### config.mk
export PLATFORM = sky130hd
export DESIGN_NAME = reorder_buffer
export DESIGN_NICKNAME = d
export VERILOG_FILES = /design/src/rtl/reorder_buffer.sv
export SDC_FILE = /design/constraint.sdc
export NUM_CORES = 2
export LEC_CHECK = 0
export ABC_AREA = 1
export CORE_MARGIN = 5
export CORE_UTILIZATION = 35
export CTS_CLUSTER_SIZE = 12
export DETAILED_ROUTE_END_ITERATION = 7
export PLACE_DENSITY = 0.53
export SLEW_MARGIN = 40
export SYNTH_ARGS = -nofsm -noshare
export SYNTH_HDL_FRONTEND = slang
export SYNTH_SLANG_ARGS = --single-unit
export TNS_END_PERCENT = 5
### constraint.sdc
create_clock -name clk -period 87.5 [get_ports clk]
set_input_delay 17.5 -clock clk [delete_from_list [all_inputs] [get_ports clk]]
set_output_delay 17.5 -clock clk [all_outputs]
set_load 0.005 [all_outputs]
### src/rtl/reorder_buffer.sv
// ============================================================================
// reorder_buffer : circular in-order ROB with CDB capture, commit, flush
// Revision 1.0
// ============================================================================
`default_nettype none

module reorder_buffer #(
    parameter int TAG_W = 4,
    parameter int XLEN  = 32
) (
    input  logic             clk,
    input  logic             reset,
    input  logic             issue_valid,
    input  logic             issue_writes,
    input  logic [4:0]       issue_dest,
    input  logic             issue_is_branch,
    output logic             issue_ready,
    output logic [TAG_W-1:0] issue_ROB,
    input  logic             cdb_valid,
    input  logic [TAG_W-1:0] cdb_ROB,
    input  logic [XLEN-1:0]  cdb_value,
    input  logic             cdb_mispredict,
    input  logic [XLEN-1:0]  cdb_target,
    input  logic [TAG_W-1:0] q_j_ROB,
    input  logic [TAG_W-1:0] q_k_ROB,
    output logic             q_j_ready,
    output logic             q_k_ready,
    output logic [XLEN-1:0]  q_j_value,
    output logic [XLEN-1:0]  q_k_value,
    output logic             commit_valid,
    output logic [TAG_W-1:0] commit_ROB,
    output logic [4:0]       commit_dest,
    output logic             RegWrite,
    output logic [XLEN-1:0]  commit_value,
    output logic             flush,
    output logic [XLEN-1:0]  flush_pc
);

    localparam int               DEPTH     = 1 << TAG_W;
    localparam logic [TAG_W-1:0] MAX_TAG   = '1;
    localparam logic [TAG_W-1:0] FIRST_TAG = TAG_W'(1);

    logic             entry_busy       [DEPTH];
    logic             entry_ready      [DEPTH];
    logic             entry_writes     [DEPTH];
    logic             entry_is_branch  [DEPTH];
    logic             entry_mispredict [DEPTH];
    logic [4:0]       entry_dest       [DEPTH];
    logic [XLEN-1:0]  entry_value      [DEPTH];
    logic [XLEN-1:0]  entry_target     [DEPTH];

    logic [TAG_W-1:0] head;
    logic [TAG_W-1:0] tail;
    logic [TAG_W-1:0] count;

    logic alloc;
    logic cdb_take;
    logic do_flush;

    // Tag 0 means "no dependency", so pointers skip it on wrap.
    function automatic logic [TAG_W-1:0] next_ptr(input logic [TAG_W-1:0] p);
        return (p == MAX_TAG) ? FIRST_TAG : p + FIRST_TAG;
    endfunction

    function automatic logic [XLEN:0] lookup(input logic [TAG_W-1:0] t);
        if (t == '0)
            return {1'b1, {XLEN{1'b0}}};
        else if (entry_ready[t])
            return {1'b1, entry_value[t]};
        else if (cdb_valid && !flush && cdb_ROB == t)
            return {1'b1, cdb_value};
        else
            return '0;
    endfunction

    assign issue_ready  = (count != MAX_TAG) && !flush;
    assign issue_ROB    = tail;
    assign alloc        = issue_valid && issue_ready;
    assign cdb_take     = cdb_valid && !flush && (cdb_ROB != '0) && entry_busy[cdb_ROB];

    assign commit_valid = entry_busy[head] && entry_ready[head] && !flush;
    assign commit_ROB   = head;
    assign commit_dest  = entry_dest[head];
    assign commit_value = entry_value[head];
    assign RegWrite     = commit_valid && entry_writes[head] && !entry_is_branch[head];
    assign do_flush     = commit_valid && entry_is_branch[head] && entry_mispredict[head];

    assign {q_j_ready, q_j_value} = lookup(q_j_ROB);
    assign {q_k_ready, q_k_value} = lookup(q_k_ROB);

    always_ff @(posedge clk or posedge reset) begin
        if (reset) begin
            for (int i = 0; i < DEPTH; i++) begin
                entry_busy[i]       <= 1'b0;
                entry_ready[i]      <= 1'b0;
                entry_writes[i]     <= 1'b0;
                entry_is_branch[i]  <= 1'b0;
                entry_mispredict[i] <= 1'b0;
                entry_dest[i]       <= '0;
                entry_value[i]      <= '0;
                entry_target[i]     <= '0;
            end
            head     <= FIRST_TAG;
            tail     <= FIRST_TAG;
            count    <= '0;
            flush    <= 1'b0;
            flush_pc <= '0;
        end else begin
            flush <= 1'b0;
            if (do_flush) begin
                // Mispredicted branch retires: squash everything younger.
                for (int i = 0; i < DEPTH; i++) begin
                    entry_busy[i]       <= 1'b0;
                    entry_ready[i]      <= 1'b0;
                    entry_writes[i]     <= 1'b0;
                    entry_is_branch[i]  <= 1'b0;
                    entry_mispredict[i] <= 1'b0;
                end
                head     <= FIRST_TAG;
                tail     <= FIRST_TAG;
                count    <= '0;
                flush    <= 1'b1;
                flush_pc <= entry_target[head];
            end else begin
                if (cdb_take) begin
                    entry_ready[cdb_ROB]      <= 1'b1;
                    entry_value[cdb_ROB]      <= cdb_value;
                    entry_mispredict[cdb_ROB] <= cdb_mispredict;
                    entry_target[cdb_ROB]     <= cdb_target;
                end
                if (alloc) begin
                    entry_busy[tail]       <= 1'b1;
                    entry_ready[tail]      <= 1'b0;
                    entry_writes[tail]     <= issue_writes;
                    entry_dest[tail]       <= issue_dest;
                    entry_is_branch[tail]  <= issue_is_branch;
                    entry_mispredict[tail] <= 1'b0;
                    tail                   <= next_ptr(tail);
                end
                if (commit_valid) begin
                    entry_busy[head]  <= 1'b0;
                    entry_ready[head] <= 1'b0;
                    head              <= next_ptr(head);
                end
                case ({alloc, commit_valid})
                    2'b10:   count <= count + FIRST_TAG;
                    2'b01:   count <= count - FIRST_TAG;
                    default: count <= count;
                endcase
            end
        end
    end

endmodule

`default_nettype wire

==> summary.txt <==
Power and ir drop
  • VDD IR max: 0.0170 mV
  • Cell Pwr Density: 24.2 nW/um2
  • Leak pwr: 31.6 nW

Final layout
  • Share of layout cells above drive strength 1: 4.93%
  • Fin cells: 10544
  • Layout area overhead: 12.5%
  • Post-route design area: 72200 um2
  • Final nets: 8148

Timing
  • Hold Violations, Final: 0
  • Final TNS setup: 0 ns
  • Fmax: 0.0252 GHz
  • Tcrit/Tclk final: 45.4%
  • Min Hold Slack: 0.375 ns
  • Relative slew margins: 37.6%
  • Final Max Slew Viols: 0
  • Worst Tran Pin Value: 0.935 ns
  • Clock Skew: 0.0376 ns
  • Final setup vio count: 0
  • RSZ-0062 raised after global routing: no
  • Final Critical Period: 39.69 ns

CTS
  • Hold-fix buffers at CTS: 0
  • Setup Fix Bufs, Post-CTS: 0
  • H-tree depth: 4
  • CTS resizes: 0
  • Root Driver: clkbuf_16
  • CTS tree: yes
  • CTS Buffer Depth: 3
  • Clock sinks: 1229
  • CTS Buf Count: 146
  • Clk slew on worst S/H paths: 0.05 ns
  • Later-pin clock latency in the skew report: 0.81 ns

Worst setup path
  • Worst Setup EP: q_k_value[31]
  • Worst Path Arrival: 22.19 ns
  • Critical Path Start: q_k_ROB[2]
  • R2R Path End: entry_value[433]
  • Worst setup EP type: output port
  • Critical path fanouts, max: 41
  • Worst R2R Start: commit_ROB[0]
  • Reg-to-reg slack, setup: 80.37 ns
  • Worst Reg-to-Reg Cells: 20
  • Crit path kind: in -> out
  • Crit path launch type: input port
  • WP data required: 70.00 ns

Placed design
  • Post-DP HPWL: 138 mm
  • Routability-driven placement congestion ratio: 0.860
  • Cell Count Post-Placement: 10280
  • Port bufs: 234
  • Area after DPL: 67200 um2

Yosys
  • Synthesis Warnings: 0
  • Primary FF master, synth: dfrtp_1
  • Syn Std Cell Area: 64200 um2
  • Unique cell type count in the Yosys netlist: 44
  • Syn nets: 8495
  • Async SR Flop Fraction: 100%
  • Syn Inst Count: 8397
  • Sequential element share of the synthesized area: 47.9%
  • Syn avg cell area: 7.65 um2
  • Seq cells post-synth: 1229
  • Post-synth EDFFs: 0

Global route
  • Number of global-route vias before repair: 56811
  • Largest net degree at the start of global routing: 170
  • First-pass GRT wire length: 371 mm
  • Total Routing Usage GR: 25.0%
  • Initial antenna violation count: 3
  • Congestion Overflow GR: 0

Die
  • Row count: 157
  • Die W: 438 um
  • Initial core utilization: 35.1%
  • Core footprint: 183000 um2
  • Die ar.: 192000 um2
  • Boundary Pins: 235
  • Die H: 438 um

Drt
  • DRC: 0
  • Post-Route WL: 248 mm
  • Vias: 60433
  • Drt wl/cell: 23.6 um
  • Initial DRC count: 6745
  • Detail Route Antenna Nets: 0
  • DR pass1 iterations: 6
  • Vias/cell: 5.73

Status
  • Status: finished clean

Min path
  • Worst hold-check path type: reg -> reg

Job
  • Max Cap Viol: 0
[report_power, final]
group / internal (mW) / switching, mW
logic: 0.133 / 0.204
registers: 0.703 / 0.0875
clock network: 0.364 / 0.256
[flip-flops by register name, indices dropped and copies added (netlist names)]
register and cells:
entry_dest 80, flush 1, entry_writes 16, count 4
entry_target 512, issue_ROB 4, flush_pc 32, entry_busy 16
entry_ready 16, entry_is_branch 16, entry_value 512, commit_ROB 4
entry_mispredict 16
[layout make-up]
class,instances,area [um2]
multi-input combinational,5864,28300
antenna,1,2.50
tap,2385,2980
fill,18752,110000
clock inverter,39,472
timing repair buffer,348,3640
sequential,1229,30800
clock buffer,217,4350
inverter,461,1780
[cell usage after synthesis (all sizes together) (7+ instances only)]
cell,instances,area (um2)
a22o,32,280
clkbuf,506,1900
a211oi,44,330
ha,10,125
dfrtp,1227,30700
o211ai,13,97.6
a21oi,952,4760
nand3,312,1570
a32o,9,90.1
buf,337,1790
nor3,48,255
a221oi,7,61.3
a2111o,20,225
nand2,1386,5220
o22ai,181,1130
a31oi,37,231
o311a,17,170
nand4,25,156
nor2,509,1940
o21ai,2245,11200
inv,456,1710
[metal layers]
metal	part of all wire, %	up-vias	track usage [%]
met5	0.0052	-	0
met4	5.1	2	11.8
met3	6.9	563	3.70
met2	46	2596	40.3
met1	42	29256	33.3
li1	-	28016	-
[placed cells by master (no fill, tap or decap), types with 54 or more instances in the layout]
master	instances
o21ai_0	1823
nand2_1	1372
dfrtp_1	1226
a21oi_1	952
nor2_1	500
inv_1	441
o21ai_1	421
nand3_1	305
clkdlybuf4s50_1	226
o22ai_1	181
clkbuf_16	151
buf_4	54
[critical path, cell delays in order]
cell             delay, ns
buf_4                 0.49
clkinv_2              0.84
buf_4                 0.61
nand2_1               0.22
inv_1                 0.09
o21ai_0               0.08
o2111ai_1             0.18
o21ai_4               0.14
buf_4                 0.58
a21oi_1               0.15
nor3_1                0.61
clkdlybuf4s50_1       0.63
[cell families after synthesis]
logic type / Yosys count / synth area share [%]
AO/OA/AOI/OAI: 3570 / 29.2
AND/OR/NAND/NOR: 2282 / 14.3
buffers and inverters: 1304 / 8.44
flip-flops: 1229 / 47.9
adder cells (fa/ha/maj): 10 / 0.195
XOR/XNOR: 2 / 0.0273
[worst min path at each step]
stage / from / to / cells after the start
floorplan: entry_value[480] / entry_value[480] / 1
finish: entry_target[489] / entry_target[489] / 0
CTS: entry_value[493] / entry_value[493] / 0
detailed placement: entry_value[499] / entry_value[499] / 0
global placement: entry_value[508] / entry_value[508] / 0
global route: entry_target[484] / entry_target[484] / 0
[through the flow]
step	util [%]	power (mW)	setup slack, ns
2_1_floorplan	-	1.01	35.37
3_3_place_gp	36.6	1.12	47.80
3_5_place_dp	36.8	1.13	47.89
4_1_cts	39.4	1.76	47.88
5_1_grt	39.5	1.84	47.80
6_report	39.5	1.75	47.81
Power figures use the tool's default switching activity.
